**config.mk**
```make
export PLATFORM = sky130hd
export DESIGN_NAME = lsu_arbiter
export DESIGN_NICKNAME = d
export VERILOG_FILES = /design/src/rtl/lsu_arb_pkg.sv /design/src/rtl/lsu_arb_ager.sv /design/src/rtl/lsu_arbiter.sv
export SDC_FILE = /design/constraint.sdc
export NUM_CORES = 1
export LEC_CHECK = 0
export BUFFER_PORTS_ARGS = -buffer_cell sky130_fd_sc_hd__clkbuf_2
export CAP_MARGIN = 20
export CORE_AREA = 2 2 119 121
export CTS_CLUSTER_SIZE = 40
export DETAILED_ROUTE_END_ITERATION = 12
export DIE_AREA = 0 0 121 123
export SLEW_MARGIN = 20
export SYNTH_ARGS = -nofsm -noshare
export SYNTH_HDL_FRONTEND = slang
export SYNTH_SLANG_ARGS = --single-unit
```
**constraint.sdc**
```tcl
create_clock -name i_clk -period 2.9 [get_ports i_clk]
set_clock_uncertainty 0.2 [all_clocks]
set_input_delay 0.725 -clock i_clk [delete_from_list [all_inputs] [get_ports i_clk]]
set_output_delay 0.725 -clock i_clk [all_outputs]
set_load 0.1 [all_outputs]
```
**src/rtl/lsu_arb_pkg.sv**
```systemverilog
// Shared types for the two-master LSU arbiter: FSM states, byte masks and the
// bundled request a master presents to the arbiter.
package lsu_arb_pkg;

    typedef enum logic {
        IDLE  = 1'b0,
        LOCK1 = 1'b1
    } arb_state_e;

    localparam logic [3:0] MASK_B = 4'b0001;
    localparam logic [3:0] MASK_H = 4'b0011;
    localparam logic [3:0] MASK_W = 4'b1111;

    typedef struct packed {
        logic        req;
        logic        wren;
        logic [31:0] addr;
        logic [31:0] stData;
        logic [3:0]  mask;
    } lsu_req_t;

endpackage

```
**src/rtl/lsu_arb_ager.sv**
```systemverilog
// Saturating wait counter for master 1: counts denied cycles, clears on grant
// or when the request goes away, and flags when it has reached MAX_WAIT.
module lsu_arb_ager #(
    parameter int MAX_WAIT = 4,
    parameter int CW       = $clog2(MAX_WAIT + 1)
) (
    input  logic clk,
    input  logic rst_n,
    input  logic inc,
    input  logic clr,
    output logic sat
);

    logic [CW-1:0] count;

    assign sat = (count == CW'(MAX_WAIT));

    // NOTE: sequential state uses non-blocking assignments so every register
    // samples pre-edge values regardless of process ordering.
    always_ff @(posedge clk or negedge rst_n) begin
        if (!rst_n) begin
            count <= '0;
        end else if (clr) begin
            count <= '0;
        end else if (inc && !sat) begin
            count <= count + CW'(1);
        end
    end

endmodule

```
**src/rtl/lsu_arbiter.sv**
```systemverilog
// Two-master arbiter in front of the single LSU port: aging protects master 1
// from starvation and a lock mode grants it capped back-to-back bursts.
module lsu_arbiter
    import lsu_arb_pkg::*;
#(
    parameter int MAX_WAIT = 4,
    parameter int LOCK_MAX = 16
) (
    input  logic        i_clk,
    input  logic        i_reset,
    input  logic        i_m0_req,
    input  logic        i_m0_wren,
    input  logic [31:0] i_m0_addr,
    input  logic [31:0] i_m0_stData,
    input  logic [3:0]  i_m0_mask,
    output logic        o_m0_gnt,
    output logic        o_m0_rvalid,
    output logic [31:0] o_m0_rdata,
    input  logic        i_m1_req,
    input  logic        i_m1_wren,
    input  logic [31:0] i_m1_addr,
    input  logic [31:0] i_m1_stData,
    input  logic [3:0]  i_m1_mask,
    input  logic        i_m1_lock,
    output logic        o_m1_gnt,
    output logic        o_m1_rvalid,
    output logic [31:0] o_m1_rdata,
    output logic [31:0] o_lsu_addr,
    output logic [31:0] o_lsu_stData,
    output logic        o_lsu_wren,
    output logic [3:0]  o_lsu_mask,
    input  logic [31:0] i_lsu_ldData
);

    localparam int LW = $clog2(LOCK_MAX);

    lsu_req_t   m0, m1, sel;
    arb_state_e state, state_next;
    logic [LW-1:0] lock_cnt, lock_cnt_next;
    logic cap_rel, cap_rel_next;
    logic age_sat;
    logic m0_gnt, m1_gnt;

    assign m0 = '{req: i_m0_req, wren: i_m0_wren, addr: i_m0_addr,
                  stData: i_m0_stData, mask: i_m0_mask};
    assign m1 = '{req: i_m1_req, wren: i_m1_wren, addr: i_m1_addr,
                  stData: i_m1_stData, mask: i_m1_mask};

    lsu_arb_ager #(.MAX_WAIT(MAX_WAIT)) u_ager (
        .clk   (i_clk),
        .rst_n (i_reset),
        .inc   (m1.req),
        .clr   (m1_gnt || !m1.req),
        .sat   (age_sat)
    );

    // No grant while reset is held, so nothing reaches the LSU in that cycle.
    // NOTE: every always_comb output gets a default first, which rules out latches.
    always_comb begin
        m0_gnt = 1'b0;
        m1_gnt = 1'b0;
        if (i_reset) begin
            if (state == LOCK1) begin
                m1_gnt = m1.req;
            end else if (m1.req && (!m0.req || (age_sat && !cap_rel))) begin
                m1_gnt = 1'b1;
            end else begin
                m0_gnt = m0.req;
            end
        end
    end

    always_comb begin
        state_next    = state;
        lock_cnt_next = lock_cnt;
        cap_rel_next  = 1'b0;
        case (state)
            IDLE: begin
                if (m1_gnt && i_m1_lock) begin
                    state_next    = LOCK1;
                    lock_cnt_next = LW'(1);
                end
            end
            LOCK1: begin
                if (!m1.req || !i_m1_lock) begin
                    state_next    = IDLE;
                    lock_cnt_next = '0;
                end else if (lock_cnt == LW'(LOCK_MAX - 1)) begin
                    // Cap reached: hand the next cycle to m0 even if m1 has aged.
                    state_next    = IDLE;
                    lock_cnt_next = '0;
                    cap_rel_next  = 1'b1;
                end else begin
                    lock_cnt_next = lock_cnt + LW'(1);
                end
            end
            default: state_next = IDLE;
        endcase
    end

    always_comb begin
        sel = '0;
        if (m0_gnt) begin
            sel = m0;
        end else if (m1_gnt) begin
            sel = m1;
        end
    end

    assign o_m0_gnt     = m0_gnt;
    assign o_m1_gnt     = m1_gnt;
    assign o_lsu_addr   = sel.addr;
    assign o_lsu_stData = sel.stData;
    assign o_lsu_wren   = sel.req & sel.wren;
    assign o_lsu_mask   = sel.mask;

    always_ff @(posedge i_clk or negedge i_reset) begin
        if (!i_reset) begin
            state       <= IDLE;
            lock_cnt    <= '0;
            cap_rel     <= 1'b0;
            o_m0_rvalid <= 1'b0;
            o_m1_rvalid <= 1'b0;
            o_m0_rdata  <= '0;
            o_m1_rdata  <= '0;
        end else begin
            state       <= state_next;
            lock_cnt    <= lock_cnt_next;
            cap_rel     <= cap_rel_next;
            o_m0_rvalid <= m0_gnt && !m0.wren;
            o_m1_rvalid <= m1_gnt && !m1.wren;
            if (m0_gnt && !m0.wren) begin
                o_m0_rdata <= i_lsu_ldData;
            end
            if (m1_gnt && !m1.wren) begin
                o_m1_rdata <= i_lsu_ldData;
            end
        end
    end

endmodule

```
==> results of run 1 <==
==> placed cells by master (no fill, tap or decap), types with 3 or more instances in the layout <==
cell,n
sky130_fd_sc_hd__dfrtp_1,74
sky130_fd_sc_hd__nor3_1,3
sky130_fd_sc_hd__clkbuf_16,12
sky130_fd_sc_hd__inv_1,5
sky130_fd_sc_hd__nand2_1,4
sky130_fd_sc_hd__o32ai_1,3
sky130_fd_sc_hd__clkbuf_2,239
sky130_fd_sc_hd__buf_16,5
sky130_fd_sc_hd__mux2_2,63
sky130_fd_sc_hd__buf_12,79
sky130_fd_sc_hd__buf_6,3
sky130_fd_sc_hd__a22o_4,69
sky130_fd_sc_hd__buf_4,12
==> repair_timing <==
| action | CTS | global route |
|---|---|---|
| pin swaps | 8 | 4 |
| gates resized for setup | 47 | 26 |
| setup endpoints to repair | 70 | 69 |
| gates cloned | 5 | 3 |
| buffers inserted | 7 | 1 |
==> path summary, 6_finish.rpt <==
path,from,end,slack (ns),cells after the start
max in group asynchronous,i_reset,state$_DFF_PN0_,1.29,3
setup / recovery,u_ager.count[1]$_DFFE_PN0P_,o_lsu_addr[4],-0.11,9
hold / removal,i_reset,o_m1_rdata[5]$_DFFE_PN0P_,0.25,2
setup reg to reg,u_ager.count[1]$_DFFE_PN0P_,o_m1_rdata[27]$_DFFE_PN0P_,0.64,7
min in group i_clk,o_m1_rdata[14]$_DFFE_PN0P_,o_m1_rdata[14]$_DFFE_PN0P_,0.30,1
hold reg to reg,o_m1_rdata[14]$_DFFE_PN0P_,o_m1_rdata[14]$_DFFE_PN0P_,0.30,1
==> per-stage QoR <==
stage	hold WS, ns	total power [W]	setup slack, ns	setup TNS, ns
after floorplan	0.2294	0.003725	-0.1581	-7.082
after global placement	0.2691	0.004508	-0.02028	-0.4612
after detailed placement	0.2824	0.004539	-0.03040	-0.9568
after CTS	0.2654	0.005717	-0.07975	-2.107
after global routing	0.2773	0.005898	-0.2005	-10.30
final	0.2462	0.005709	-0.1137	-4.910
==> registers in the layout, indices dropped and copies added (netlist names) <==
signal        flops
o_m0_rdata       32
o_m1_rdata       32
cap_rel           1
lock_cnt          4
o_m1_rvalid       1
u_ager.count      3
o_m0_rvalid       1
state             1
==> report_power, final <==
| part | leakage [nW] | switching (W) | internal, W |
|---|---|---|---|
| Clock | 0.135 | 0.000465 | 0.000594 |
| Sequential | 0.909 | 0.000118 | 0.00126 |
| Combinational | 2.82 | 0.00246 | 0.000814 |
| Total | 3.86 | 0.00304 | 0.00267 |
==> synth_stat cells <==
master                      instances  area share
sky130_fd_sc_hd__nand3b_1           1      0.0020
sky130_fd_sc_hd__nor2_1             1      0.0010
sky130_fd_sc_hd__and3_1             1      0.0017
sky130_fd_sc_hd__buf_6              3      0.0092
sky130_fd_sc_hd__nand3b_4           1      0.0055
sky130_fd_sc_hd__mux2_1             1      0.0031
sky130_fd_sc_hd__o21ai_0            1      0.0014
sky130_fd_sc_hd__a211oi_2           1      0.0034
sky130_fd_sc_hd__nor2b_1            2      0.0034
sky130_fd_sc_hd__nand2_1            4      0.0041
sky130_fd_sc_hd__mux2_2            63        0.19
sky130_fd_sc_hd__nand3_1            2      0.0027
sky130_fd_sc_hd__a211o_1            1      0.0024
sky130_fd_sc_hd__clkbuf_1          14       0.014
sky130_fd_sc_hd__nand4b_1           2      0.0048
sky130_fd_sc_hd__dfrtp_1           75        0.51
sky130_fd_sc_hd__and4b_1            1      0.0027
sky130_fd_sc_hd__a2111oi_4          1      0.0075
sky130_fd_sc_hd__xnor2_1            2      0.0048
sky130_fd_sc_hd__mux2i_1            1      0.0027
sky130_fd_sc_hd__o211ai_1           1      0.0020
sky130_fd_sc_hd__and2_1             1      0.0017
sky130_fd_sc_hd__nand4bb_1          1      0.0031
sky130_fd_sc_hd__ha_1               3       0.010
sky130_fd_sc_hd__a22o_1            69        0.16
sky130_fd_sc_hd__a211oi_1           1      0.0020
sky130_fd_sc_hd__o32ai_1            3      0.0072
sky130_fd_sc_hd__inv_1              7      0.0072
sky130_fd_sc_hd__nand2b_1           2      0.0034
sky130_fd_sc_hd__nor3_1             3      0.0041
sky130_fd_sc_hd__a21oi_1            2      0.0027
sky130_fd_sc_hd__o311a_1            1      0.0027
sky130_fd_sc_hd__buf_2              6      0.0082
==> logic make-up (layout without fill, tap and decap cells) <==
kind of cell               after synthesis  after routing  share of synthesized area
AOI/OAI and AO/OA                       81             81                     0.1959
DFF                                     75             75                     0.5111
muxes                                   65             65                     0.1990
buffers and inverters                   30            365                    0.03884
and+or+nand+nor                         22             22                    0.04020
adders and majority gates                3              3                    0.01022
xor gates and xnor gates                 2              2                   0.004771
==> area by class of cell <==
| type | instances | area [sq um] | area share |
|---|---|---|---|
| clock buffer | 9 | 225.2 | 0.02880 |
| tap | 180 | 225.2 | 0.02880 |
| multi-input combinational | 173 | 2285 | 0.2922 |
| timing repair buffer | 342 | 3119 | 0.3989 |
| inverter | 7 | 26.28 | 0.003360 |
| sequential | 75 | 1878 | 0.2402 |
| clock inverter | 7 | 61.31 | 0.007840 |
==> metal layers <==
metal	GRT usage	vias up	wire length [um]
li1	-	1741	-
met2	0.3954	195	9099
met3	0.07011	28	1391
met5	0	-	0
met4	0.08866	0	410
met1	0.2773	1849	6963
==> worst max-delay path: stages (launching register included) <==
cell and delay [ns]:
sky130_fd_sc_hd__dfrtp_1 0.39, sky130_fd_sc_hd__inv_2 0.07, sky130_fd_sc_hd__ha_4 0.16, sky130_fd_sc_hd__nand3b_4 0.09
sky130_fd_sc_hd__a211oi_4 0.30, sky130_fd_sc_hd__buf_6 0.16, sky130_fd_sc_hd__buf_12 0.13, sky130_fd_sc_hd__buf_12 0.14
sky130_fd_sc_hd__a22o_4 0.13, sky130_fd_sc_hd__buf_12 0.17
==> reports/metrics.json, run 1 <==
{
  "route": {
    "final_antenna_net_count": 0,
    "drtPass1Iterations": 4,
    "detail_route.wirelength_um": 17860,
    "routed_wire_length_per_instance_um": 22.53,
    "drc": 0,
    "post_drt_via_cell_ratio": 4.808,
    "first_iter_violations": 95,
    "number_of_vias_in_the_routed_layout": 3813
  },
  "die": {
    "io_pins": 312,
    "die_area_sq_um": 14880,
    "core-area_sq_um": 13610,
    "placement_rows": 43,
    "initial_core_util": 0.2698,
    "die_y_um": 123,
    "horizontal_die_dimension_um": 121
  },
  "synth": {
    "syn_area_sq_um": 3672,
    "yosysSeqAreaShare": 0.5111,
    "synthesis.area_per_instance_sq_um": 13.21,
    "synth_warnings": 0,
    "syn_nets": 456,
    "synth_cells": 278,
    "synth.ff_latch_count": 75,
    "yosys.cell_types.count": 33
  },
  "timing": {
    "setup_viol": 70,
    "final-hold-violation-count": 0,
    "unrepaired_setup_endpoints_after_global_routing": "yes",
    "final_period_minus_worst_setup_slack_ns": 3.014,
    "fmaxAchievable_mhz": 331.8,
    "final_min_period_over_clock_period": 1.039,
    "worst_slew_pin_slew_ns": 0.6238,
    "setup_ws_ns": -0.1137,
    "maxSlewViolCount": 0,
    "timing.slew.headroom": 0.5841
  },
  "layout": {
    "finalInstanceArea_sq_um": 7820,
    "diodes": 0,
    "post-route-util": 0.5745,
    "drive_above_1_share": 0.8140,
    "flow.area_growth_from_synthesis_pct": 112.9,
    "num-fill-cells": 1085,
    "num-nets-final": 786,
    "finalNonFillerCells": 793
  },
  "place": {
    "dpl-instance-area_sq_um": 6779,
    "numPlacedInstances": 761,
    "portBuffers": 311,
    "place_congestion": 0.9453,
    "estimated_wirelength_of_the_detail_placed_design_um": 13610
  },
  "clock_tree": {
    "clk_pin_slew_ns": 0.06,
    "tritoncts": "built",
    "cts_max_level": 3,
    "root_buffer": "sky130_fd_sc_hd__clkbuf_16",
    "hold_buffers": 0,
    "tritoncts.num_buffers": 9,
    "worstSkewPairLatency_ns": 0.33,
    "cts-root-to-sink-buffers": 2,
    "clock-sinks": 75
  },
  "run_status": {
    "failing_checks": "negative setup slack",
    "status": "finished with violations"
  },
  "worst_setup_path": {
    "setup.worst_path.start_class": "register",
    "worst_ep_required_time_ns": 1.98,
    "worst-setup-path-type": "register to primary output",
    "cp_max_fo": 8,
    "critical_path_arrival_ns": 2.09,
    "worst_setup_path_end_kind": "primary output"
  },
  "global_route": {
    "grtUsageTotal": 0.2327,
    "grt_overflow": 0,
    "grt_max_degree": 51,
    "antenna_found_initial": 0,
    "first_global_vias": 4136,
    "grt_pass1_wl_um": 25280
  },
  "power_and_ir_drop": {
    "leakagePower_nw": 3.862,
    "power-per-cell-area_nw_per_um2": 730.0,
    "ir_worst_vdd_mv": 0.6503
  },
  "run": {
    "max-cap-violations": 0
  },
  "min_path": {
    "holdCritPathClass": "input port to asynchronous set/reset pin"
  }
}
(Power assumes the default switching activity.)
==> run 2, diff against run 1 <==
Settings changed: CORE_AREA 2 2 119 121 to 2 2 121 123, DIE_AREA 0 0 121 123 to 0 0 123 125, SYNTH_HIERARCHICAL from default to 1.
==> run 2 against run 1 <==
  * Register-to-register slack got worse by 0.27 ns
  * Utilization is 6.4 points lower
  * Sequential power about the same
  * The run still ends with negative setup slack left
  * Global-route usage grew 0.53 points
  * Via count decreased by 3.2%
  * Non-clock buffer count shrank 19
  * Critical path type unchanged
==> reports/metrics.json, run 2 <==
{
  "power_and_ir_drop": {
    "netSwitchingFraction": {"value": 0.5143, "change": "-0.01855"},
    "leakagePower": {"value": 3.616, "unit": "nW", "change": "-6.4%"},
    "power.sequential.fraction": {"value": 0.242, "change": "about the same"},
    "net-switching-power": {"value": 0.002944, "unit": "W", "change": "-3.2%"},
    "intPower": {"value": 0.002780, "unit": "W", "change": "+4.3%"},
    "portion_of_total_power_attributed_to_the_clock_network": {"value": 0.209, "change": "+0.024"},
    "power-per-cell-area": {"value": 788.8, "unit": "nW/um^2", "change": "+8.0%"},
    "p_comb_frac": {"value": 0.549, "change": "-0.024"},
    "ir_worst_vdd": {"value": 0.7076, "unit": "mV", "change": "+8.8%"}
  },
  "route": {
    "routed_wire_length_per_instance": {"value": 23.94, "unit": "um", "change": "+6.3%"},
    "drc": {"value": 0, "change": "unchanged"},
    "drtPass1Iterations": {"value": 4, "change": "unchanged"},
    "first_iter_violations": {"value": 189, "change": "+99%"},
    "detail_route.wirelength": {"value": 18650, "unit": "um", "change": "+4.4%"},
    "post_drt_via_cell_ratio": {"value": 4.737, "change": "-1.5%"},
    "number_of_vias_in_the_routed_layout": {"value": 3690, "change": "-3.2%"},
    "final_antenna_net_count": {"value": 0, "change": "unchanged"}
  },
  "worst_setup_path": {
    "critical_path_arrival": {"value": 2.16, "unit": "ns", "change": "+0.07 ns"},
    "worst_setup_path_end_kind": "primary output",
    "worst_path_most_repeated_cell": "sky130_fd_sc_hd__buf_12",
    "slowest_delay": {"value": 0.40, "unit": "ns", "change": "about the same"},
    "critPathLaunch": "u_ager/count[1]$_DFFE_PN0P_",
    "timing.rr.start": "u_ager/count[1]$_DFFE_PN0P_",
    "path_cells": "inv_2 > ha_4 > and2_4 > nand2b_4 > o2111a_2 > buf_12 > a22o_2 > buf_12",
    "worst_ep_required_time": {"value": 1.98, "unit": "ns", "change": "about the same"},
    "cp_slowest_cell": "sky130_fd_sc_hd__dfrtp_1",
    "worst-setup-path-type": "register to primary output",
    "cp_max_fo": {"value": 37, "change": "+29"},
    "setup.worst_path.start_class": "register"
  },
  "run_status": {
    "failing_checks": "negative setup slack",
    "status": "finished with violations"
  },
  "global_route": {
    "grt_pass1_wl": {"value": 25980, "unit": "um", "change": "+2.8%"},
    "grt_overflow": {"value": 0, "change": "unchanged"},
    "first_global_vias": {"value": 3866, "change": "-6.5%"},
    "grt_max_degree": {"value": 70, "change": "+37%"},
    "layer_with_the_highest_usage": "met2",
    "antenna_found_initial": {"value": 5, "change": "+5"},
    "grt_util_met2": {"value": 0.3780, "change": "-0.01740"},
    "grtUsageTotal": {"value": 0.2380, "change": "+0.005330"},
    "use_met1": {"value": 0.3146, "change": "+0.03726"},
    "use_met3": {"value": 0.06889, "change": "-0.001224"}
  },
  "die": {
    "die_y": {"value": 125, "unit": "um", "change": "+1.6%"},
    "die_area": {"value": 15380, "unit": "sq um", "change": "+3.3%"},
    "horizontal_die_dimension": {"value": 123, "unit": "um", "change": "+1.7%"},
    "io_pins": {"value": 312, "change": "unchanged"},
    "core-area": {"value": 14200, "unit": "sq um", "change": "+4.3%"},
    "initial_core_util": {"value": 0.2648, "change": "-0.004987"},
    "placement_rows": {"value": 44, "change": "+2.3%"}
  },
  "clock_tree": {
    "hold_buffers": {"value": 0, "change": "unchanged"},
    "root_buffer": "sky130_fd_sc_hd__clkbuf_16",
    "post_cts_resize_count": {"value": 11, "change": "-77%"},
    "clk_pin_slew": {"value": 0.06, "unit": "ns", "change": "about the same"},
    "tritoncts.num_buffers": {"value": 9, "change": "unchanged"},
    "cts-root-to-sink-buffers": {"value": 2, "change": "unchanged"},
    "worstSkewPairLatency": {"value": 0.33, "unit": "ns", "change": "about the same"},
    "cts_max_level": {"value": 3, "change": "unchanged"},
    "tritoncts": "built",
    "post-cts-setup-buffers": {"value": 0, "change": "-7"},
    "clock-sinks": {"value": 75, "change": "unchanged"}
  },
  "synth": {
    "synthMostInstantiatedCell": "sky130_fd_sc_hd__dfrtp_1",
    "synth.ff_latch_count": {"value": 75, "change": "unchanged"},
    "synth_top_cell_by_area": "sky130_fd_sc_hd__dfrtp_1",
    "syn_nets": {"value": 453, "change": "-0.66%"},
    "ys_dominant_reg_cell": "sky130_fd_sc_hd__dfrtp_1",
    "synth_top_cell_area_share": {"value": 0.4990, "change": "-0.01207"},
    "synthesis.area_per_instance": {"value": 13.68, "unit": "sq um", "change": "+3.5%"},
    "synth-async-reset-ratio": {"value": 1.000, "change": "unchanged"},
    "yosys.cell_types.count": {"value": 30, "change": "-9.1%"},
    "synth.area.top_cells": "sky130_fd_sc_hd__dfrtp_1, sky130_fd_sc_hd__a22o_1, sky130_fd_sc_hd__mux2_4",
    "yosysSeqAreaShare": {"value": 0.4990, "change": "-0.01207"},
    "number_of_enable_type_register_cells_in_the_synthesized_netlist": {"value": 0, "change": "unchanged"},
    "syn_area": {"value": 3761, "unit": "sq um", "change": "+2.4%"},
    "synth_warnings": {"value": 6, "change": "+6"},
    "synth_cells": {"value": 275, "change": "-1.1%"},
    "synth_top_cells_by_count": "sky130_fd_sc_hd__dfrtp_1, sky130_fd_sc_hd__a22o_1, sky130_fd_sc_hd__mux2_2"
  },
  "layout": {
    "flow.area_growth_from_synthesis_pct": 92.95,
    "layout_common_cells": "sky130_fd_sc_hd__clkbuf_2, sky130_fd_sc_hd__buf_12, sky130_fd_sc_hd__dfrtp_1, sky130_fd_sc_hd__a22o_2, sky130_fd_sc_hd__mux2_2",
    "post-route-util": {"value": 0.5109, "change": "-0.06358"},
    "layout.cells.most_common": "sky130_fd_sc_hd__clkbuf_2",
    "num-fill-cells": {"value": 1252, "change": "+15%"},
    "num-nets-final": {"value": 763, "change": "-2.9%"},
    "drive_above_1_share": {"value": 0.8153, "change": "+0.001225"},
    "top_regs": "o_m0_rdata x32, o_m1_rdata x32, lock_cnt x4"
  },
  "timing": {
    "setup_ws": {"value": -0.1814, "unit": "ns", "change": "-0.06773 ns"},
    "worst_slew_pin_slew": {"value": 0.8558, "unit": "ns", "change": "+0.2320 ns"},
    "final_period_minus_worst_setup_slack": {"value": 3.081, "unit": "ns", "change": "+0.06773 ns"},
    "hold-worst-slack": {"value": 0.1494, "unit": "ns", "change": "-0.09687 ns"},
    "setup_viol": {"value": 69, "change": "-1.4%"},
    "fmaxAchievable": {"value": 324.5, "unit": "MHz", "change": "-2.2%"},
    "unrepaired_setup_endpoints_after_global_routing": "yes",
    "final-hold-violation-count": {"value": 0, "change": "unchanged"},
    "maxSlewViolCount": {"value": 0, "change": "unchanged"},
    "final_min_period_over_clock_period": {"value": 1.063, "change": "+0.02336"},
    "timing.slew.headroom": {"value": 0.4295, "change": "-0.1547"}
  },
  "place": {
    "place_congestion": {"value": 0.9714, "change": "+2.8%"},
    "estimated_wirelength_of_the_detail_placed_design": {"value": 15780, "unit": "um", "change": "+16%"},
    "portBuffers": {"value": 311, "change": "unchanged"}
  },
  "run": {
    "max-cap-violations": {"value": 0, "change": "unchanged"}
  },
  "min_path": {
    "holdCritPathClass": "input port to asynchronous set/reset pin"
  }
}
-- run 2: cell types whose count changed in the layout (fill, tap and decap cells not counted), moves of 3 or more --
cell                        change
sky130_fd_sc_hd__a22o_4        -47
sky130_fd_sc_hd__diode_2        +5
sky130_fd_sc_hd__buf_4          -6
sky130_fd_sc_hd__o32ai_1        -3
sky130_fd_sc_hd__mux2_2        -28
sky130_fd_sc_hd__a22o_2        +47
sky130_fd_sc_hd__clkbuf_16      -3
sky130_fd_sc_hd__buf_16         -5
sky130_fd_sc_hd__mux2_4        +30
-- run 2: cell type report --
| type | count | area [sq um] | area share |
|---|---|---|---|
| flip-flops and latches | 75 | 1877 | 0.2586 |
| clock buffers | 11 | 232.7 | 0.03207 |
| inverters | 5 | 18.77 | 0.002586 |
| clock inverters | 5 | 85.08 | 0.01172 |
| diodes | 5 | 12.51 | 0.001724 |
| well taps | 184 | 230.2 | 0.03172 |
| multi-input cells | 171 | 2007 | 0.2766 |
| repair buffers | 323 | 2794 | 0.3850 |
-- run 2: power groups by stage --
stage / combinational (W) / clock [W] / sequential, W
global route: 0.00322 / 0.00128 / 0.00141
detailed placement: 0.00314 / 0 / 0.00139
finish: 0.00314 / 0.00120 / 0.00138
floorplan: 0.000883 / 0 / 0.00284
global placement: 0.00312 / 0 / 0.00138
CTS: 0.00315 / 0.00122 / 0.00138
-- run 2: layer usage --
metal	share of wire	vias to the layer above	wire (um)
met5	0	-	0
met4	0.0067	0	125
met3	0.072	9	1339
met2	0.50	164	9249
met1	0.43	1844	7933
li1	-	1673	-
-- run 2: kinds of logic (layout without fill, tap and decap cells) --
kind of cell	after synthesis	after routing	synth area share
multiplexers	66	66	0.2272
adder cells (fa/ha/maj)	3	3	0.009981
XOR/XNOR	1	1	0.002329
AO/OA/AOI/OAI	80	80	0.1823
flip-flops	75	75	0.4990
buffers and inverters	29	344	0.04458
other	0	5	0
AND/OR/NAND/NOR	21	21	0.03460
-- run 2: final timing paths --
| kind | slack, ns | cells past startpoint | end |
|---|---|---|---|
| worst min register to register | 0.30 | 1 | o_m1_rdata[9]$_DFFE_PN0P_ |
| worst min-delay path | 0.15 | 2 | o_m0_rdata[14]$_DFFE_PN0P_ |
| max in group asynchronous | 1.48 | 2 | cap_rel$_DFF_PN0_ |
| min in group i_clk | 0.30 | 1 | o_m1_rdata[9]$_DFFE_PN0P_ |
| worst max register to register | 0.37 | 9 | o_m0_rdata[0]$_DFFE_PN0P_ |
| worst max-delay path | -0.18 | 8 | o_lsu_stData[20] |
-- run 2: per-stage QoR --
| stage | area [sq um] | cells | setup slack (ns) | TNS [ns] | total power (W) |
|---|---|---|---|---|---|
| 6_report | 7257 | 779 | -0.1814 | -9.694 | 0.005724 |
| 5_1_grt | 7257 | 779 | -0.2359 | -14.00 | 0.005901 |
| 4_1_cts | 7229 | 774 | -0.1802 | -9.897 | 0.005756 |
| 3_5_place_dp | 6855 | 758 | 0.07628 | 0 | 0.004529 |
| 3_3_place_gp | 6855 | 758 | 0.06808 | 0 | 0.004500 |
| 2_1_floorplan | 3966 | 275 | -0.08687 | -2.769 | 0.003726 |
-- run 2: critical path, delay by kind of cell (launching register included) --
| family | cells | cell delay [ns] |
|---|---|---|
| fa+ha+maj | 1 | 0.13 |
| simple gates | 2 | 0.21 |
| buf+inv | 3 | 0.46 |
| compound gates | 2 | 0.62 |
| flops | 1 | 0.40 |
==> run 3, diff against run 2 <==
Settings changed: ABC_AREA from default to 1, CORE_AREA 2 2 121 123 to 2 2 120 122, DIE_AREA 0 0 123 125 to 0 0 122 124.
==> run 3 against run 2 <==
  * Register-to-register slack better by 0.38 ns
  * Count of clock-buffer cells in the layout is 1 lower
  * Total power is 6.2% lower
  * Synthesized area is 6.5% higher
  * Via count is 29% higher
  * Utilization is 9.3 points higher
  * Clock power is 7% lower
  * Critical path depth is 5 higher
  * The run still ends with negative setup slack left
  * Die area is 1.6% lower
  * Largest power group unchanged
==> reports/metrics.json, run 3 <==
{
  "power_and_ir_drop": {
    "power.sequential.fraction": {"value": 0.247, "change": "+0.005"},
    "portion_of_total_power_attributed_to_the_clock_network": {"value": 0.208, "change": "about the same"},
    "ir_worst_vdd": {"value": 0.5757, "unit": "mV", "change": "-19%"},
    "intPower": {"value": 0.002594, "unit": "W", "change": "-6.7%"},
    "net-switching-power": {"value": 0.002776, "unit": "W", "change": "-5.7%"},
    "power-per-cell-area": {"value": 647.7, "unit": "nW/um^2", "change": "-18%"},
    "leakagePower": {"value": 4.555, "unit": "nW", "change": "+26%"},
    "netSwitchingFraction": {"value": 0.5169, "change": "+0.002630"},
    "p_comb_frac": {"value": 0.545, "change": "-0.004"}
  },
  "route": {
    "route.layer.met1.wl": {"value": 6898, "unit": "um", "change": "-13%"},
    "number_of_vias_in_the_routed_layout": {"value": 4754, "change": "+29%"},
    "detail_route.wirelength": {"value": 17590, "unit": "um", "change": "-5.7%"},
    "drtPass1Iterations": {"value": 4, "change": "unchanged"},
    "final_antenna_net_count": {"value": 0, "change": "unchanged"},
    "drc": {"value": 0, "change": "unchanged"},
    "routed-wl-met2": {"value": 8490, "unit": "um", "change": "-8.2%"},
    "post_drt_via_cell_ratio": {"value": 4.472, "change": "-5.6%"},
    "first_iter_violations": {"value": 209, "change": "+11%"},
    "route.met3.wl": {"value": 1715, "unit": "um", "change": "+28%"},
    "routed_wire_length_per_instance": {"value": 16.55, "unit": "um", "change": "-31%"},
    "dr.max_layer_used": "met5"
  },
  "global_route": {
    "first_global_vias": {"value": 4501, "change": "+16%"},
    "grtUsageTotal": {"value": 0.2122, "change": "-0.02585"},
    "antenna_found_initial": {"value": 3, "change": "-2"},
    "grt_max_degree": {"value": 66, "change": "-5.7%"},
    "grt_overflow": {"value": 0, "change": "unchanged"},
    "grt_pass1_wl": {"value": 24520, "unit": "um", "change": "-5.6%"}
  },
  "synth": {
    "synth_warnings": {"value": 6, "change": "unchanged"},
    "synth_cells": {"value": 542, "change": "+97%"},
    "synth.ff_latch_count": {"value": 75, "change": "unchanged"},
    "yosys.cell_types.count": {"value": 24, "change": "-20%"},
    "number_of_enable_type_register_cells_in_the_synthesized_netlist": {"value": 0, "change": "unchanged"},
    "yosysSeqAreaShare": {"value": 0.4686, "change": "-0.03040"},
    "synthesis.area_per_instance": {"value": 7.389, "unit": "sq um", "change": "-46%"},
    "synth-async-reset-ratio": {"value": 1.000, "change": "unchanged"},
    "syn_nets": {"value": 720, "change": "+59%"},
    "synthMostInstantiatedCell": "sky130_fd_sc_hd__nand2_1",
    "synth.area.top_cells": "sky130_fd_sc_hd__dfrtp_1, sky130_fd_sc_hd__nand2_1, sky130_fd_sc_hd__o21ai_2",
    "syn_area": {"value": 4005, "unit": "sq um", "change": "+6.5%"},
    "ys_dominant_reg_cell": "sky130_fd_sc_hd__dfrtp_1",
    "synth_top_cell_by_area": "sky130_fd_sc_hd__dfrtp_1",
    "synth_top_cell_area_share": {"value": 0.4686, "change": "-0.03040"},
    "synth_top_cells_by_count": "sky130_fd_sc_hd__nand2_1, sky130_fd_sc_hd__dfrtp_1, sky130_fd_sc_hd__inv_1"
  },
  "timing": {
    "maxSlewViolCount": {"value": 0, "change": "unchanged"},
    "setup_viol": {"value": 27, "change": "-61%"},
    "final-hold-violation-count": {"value": 0, "change": "unchanged"},
    "timing.slew.headroom": {"value": 0.5478, "change": "+0.1183"},
    "final_min_period_over_clock_period": {"value": 1.011, "change": "-0.05143"},
    "finalSetupTns": {"value": -0.4076, "unit": "ns", "change": "+9.286 ns"},
    "setup_ws": {"value": -0.03229, "unit": "ns", "change": "+0.1491 ns"},
    "fmaxAchievable": {"value": 341.0, "unit": "MHz", "change": "+5.1%"},
    "unrepaired_setup_endpoints_after_global_routing": "yes",
    "final_period_minus_worst_setup_slack": {"value": 2.932, "unit": "ns", "change": "-0.1491 ns"},
    "hold-worst-slack": {"value": 0.2078, "unit": "ns", "change": "+0.05840 ns"},
    "worst_slew_pin_slew": {"value": 0.6783, "unit": "ns", "change": "-0.1775 ns"}
  },
  "worst_setup_path": {
    "worst_ep_required_time": {"value": 1.98, "unit": "ns", "change": "about the same"},
    "cp_max_fo": {"value": 5, "change": "-86%"},
    "setup.worst_path.start_class": "register",
    "critical_path_arrival": {"value": 2.01, "unit": "ns", "change": "-0.15 ns"},
    "worst-r2r-cell-count": {"value": 12, "change": "+3"},
    "reg2reg_to": "o_m0_rdata[6]$_DFFE_PN0P_",
    "worst-setup-path-type": "register to primary output",
    "worst_setup_path_end_kind": "primary output",
    "timing.rr.start": "u_ager/count[0]$_DFFE_PN0P_",
    "setup.reg_to_reg.worst_slack": {"value": 0.75, "unit": "ns", "change": "+0.38 ns"}
  },
  "place": {
    "placement.setup.worst_slack": {"value": 0.09496, "unit": "ns", "change": "+0.01868 ns"},
    "place_congestion": {"value": 0.8277, "change": "-15%"},
    "portBuffers": {"value": 311, "change": "unchanged"},
    "estimated_wirelength_of_the_detail_placed_design": {"value": 12350, "unit": "um", "change": "-22%"}
  },
  "die": {
    "die_y": {"value": 124, "unit": "um", "change": "-0.80%"},
    "die_area": {"value": 15130, "unit": "sq um", "change": "-1.6%"},
    "core-area": {"value": 13720, "unit": "sq um", "change": "-3.4%"},
    "initial_core_util": {"value": 0.2919, "change": "+0.02713"},
    "io_pins": {"value": 312, "change": "unchanged"},
    "placement_rows": {"value": 43, "change": "-2.3%"},
    "horizontal_die_dimension": {"value": 122, "unit": "um", "change": "-0.81%"}
  },
  "layout": {
    "drive_above_1_share": {"value": 0.6107, "change": "-0.2046"},
    "num-fill-cells": {"value": 1159, "change": "-7.4%"},
    "layout_common_cells": "sky130_fd_sc_hd__clkbuf_2, sky130_fd_sc_hd__nand2_1, sky130_fd_sc_hd__nand2_2, sky130_fd_sc_hd__buf_12, sky130_fd_sc_hd__dfrtp_1",
    "flow.area_growth_from_synthesis_pct": 107.0,
    "layout.cells.most_common": "sky130_fd_sc_hd__clkbuf_2",
    "register_cell_area_after_layout": {"value": 1877, "unit": "sq um", "change": "unchanged"},
    "post-route-util": {"value": 0.6042, "change": "+0.09327"},
    "multiInputGateArea": {"value": 2352, "unit": "sq um", "change": "+17%"},
    "top_regs": "o_m0_rdata x32, o_m1_rdata x32, lock_cnt x4",
    "num-nets-final": {"value": 1054, "change": "+38%"}
  },
  "clock_tree": {
    "root_buffer": "sky130_fd_sc_hd__clkbuf_16",
    "cts_max_level": {"value": 3, "change": "unchanged"},
    "worstSkewPairLatency": {"value": 0.32, "unit": "ns", "change": "about the same"},
    "tritoncts.num_buffers": {"value": 9, "change": "unchanged"},
    "clk_pin_slew": {"value": 0.06, "unit": "ns", "change": "about the same"},
    "clock-sinks": {"value": 75, "change": "unchanged"},
    "cts-root-to-sink-buffers": {"value": 2, "change": "unchanged"},
    "tritoncts": "built"
  },
  "run": {
    "max-cap-violations": {"value": 0, "change": "unchanged"}
  },
  "run_status": {
    "status": "finished with violations",
    "failing_checks": "negative setup slack"
  },
  "min_path": {
    "holdCritPathClass": "input port to asynchronous set/reset pin"
  }
}
## run 3: worst max path at each step
| stage | startpoint | end | slack (ns) | cells past startpoint |
|---|---|---|---|---|
| after CTS | u_ager/count[0]$_DFFE_PN0P_ | o_lsu_addr[5] | -0.05 | 13 |
| after global routing | u_ager/count[0]$_DFFE_PN0P_ | o_lsu_stData[16] | -0.11 | 13 |
| after global placement | i_m0_req | o_lsu_stData[29] | 0.09 | 9 |
| after floorplan | i_m0_req | o_lsu_addr[23] | 0.04 | 7 |
| final | u_ager/count[0]$_DFFE_PN0P_ | o_lsu_stData[27] | -0.03 | 13 |
| after detailed placement | i_m0_req | o_lsu_stData[29] | 0.09 | 9 |
## run 3: cell families (layout without fill, tap and decap cells)
group	count (synthesis)	in the layout	share of synthesized area
simple gates	319	319	0.3118
buf+inv	77	416	0.1022
flops	75	75	0.4686
compound gates	67	67	0.1059
fa+ha+maj	3	3	0.009373
xor+xnor	1	1	0.002187
other cells	0	2	0
## run 3: final cells by class
cell class                 count  area share
clock inverter                 6    0.007849
timing repair buffer         351      0.4011
inverter                      49     0.02430
antenna                        2   0.0006038
multi-input combinational    390      0.2838
sequential                    75      0.2264
tap                          180     0.02717
clock buffer                  10     0.02883
## run 3: metal layers
metal / vias to the layer above / global-route usage
met3: 29 / 0.06868
met4: 2 / 0.06394
met2: 203 / 0.3506
met5: - / 0
met1: 2178 / 0.2652
li1: 2342 / -
## run 3: power groups by stage
stage	registers [W]	clock network, W	logic (W)
3_3_place_gp	0.00134	0	0.00275
5_1_grt	0.00135	0.00119	0.00303
3_5_place_dp	0.00134	0	0.00276
6_report	0.00132	0.00112	0.00293
2_1_floorplan	0.00257	0	0.000802
4_1_cts	0.00133	0.00115	0.00283
## run 3: stage by stage
stage | cell area, sq um | total power, W | std cells
after CTS | 7592 | 0.005299 | 1045
final | 8289 | 0.005369 | 1063
after global placement | 6958 | 0.004088 | 1015
after detailed placement | 6958 | 0.004102 | 1015
after global routing | 8284 | 0.005574 | 1061
after floorplan | 4184 | 0.003371 | 542
## run 3: critical path, cell delays in order, from the launching register on
cell                        delay, ns
sky130_fd_sc_hd__dfrtp_1         0.39
sky130_fd_sc_hd__inv_2           0.09
sky130_fd_sc_hd__ha_4            0.14
sky130_fd_sc_hd__nand2_4         0.05
sky130_fd_sc_hd__inv_4           0.06
sky130_fd_sc_hd__nand3_4         0.06
sky130_fd_sc_hd__nand2_2         0.08
sky130_fd_sc_hd__nor2_4          0.04
sky130_fd_sc_hd__buf_12          0.13
sky130_fd_sc_hd__buf_16          0.14
sky130_fd_sc_hd__clkbuf_16       0.17
sky130_fd_sc_hd__nand2_2         0.09
sky130_fd_sc_hd__nand2_2         0.07
sky130_fd_sc_hd__buf_12          0.16
## run 3: repair_timing
action                     4_1_cts  5_1_grt
hold buffers                     0        0
pin swaps                        4       30
cloned                           6       11
resized for setup               27      113
setup buffers                    8        5
hold endpoints to repair         0        0
setup endpoints to repair       68       70
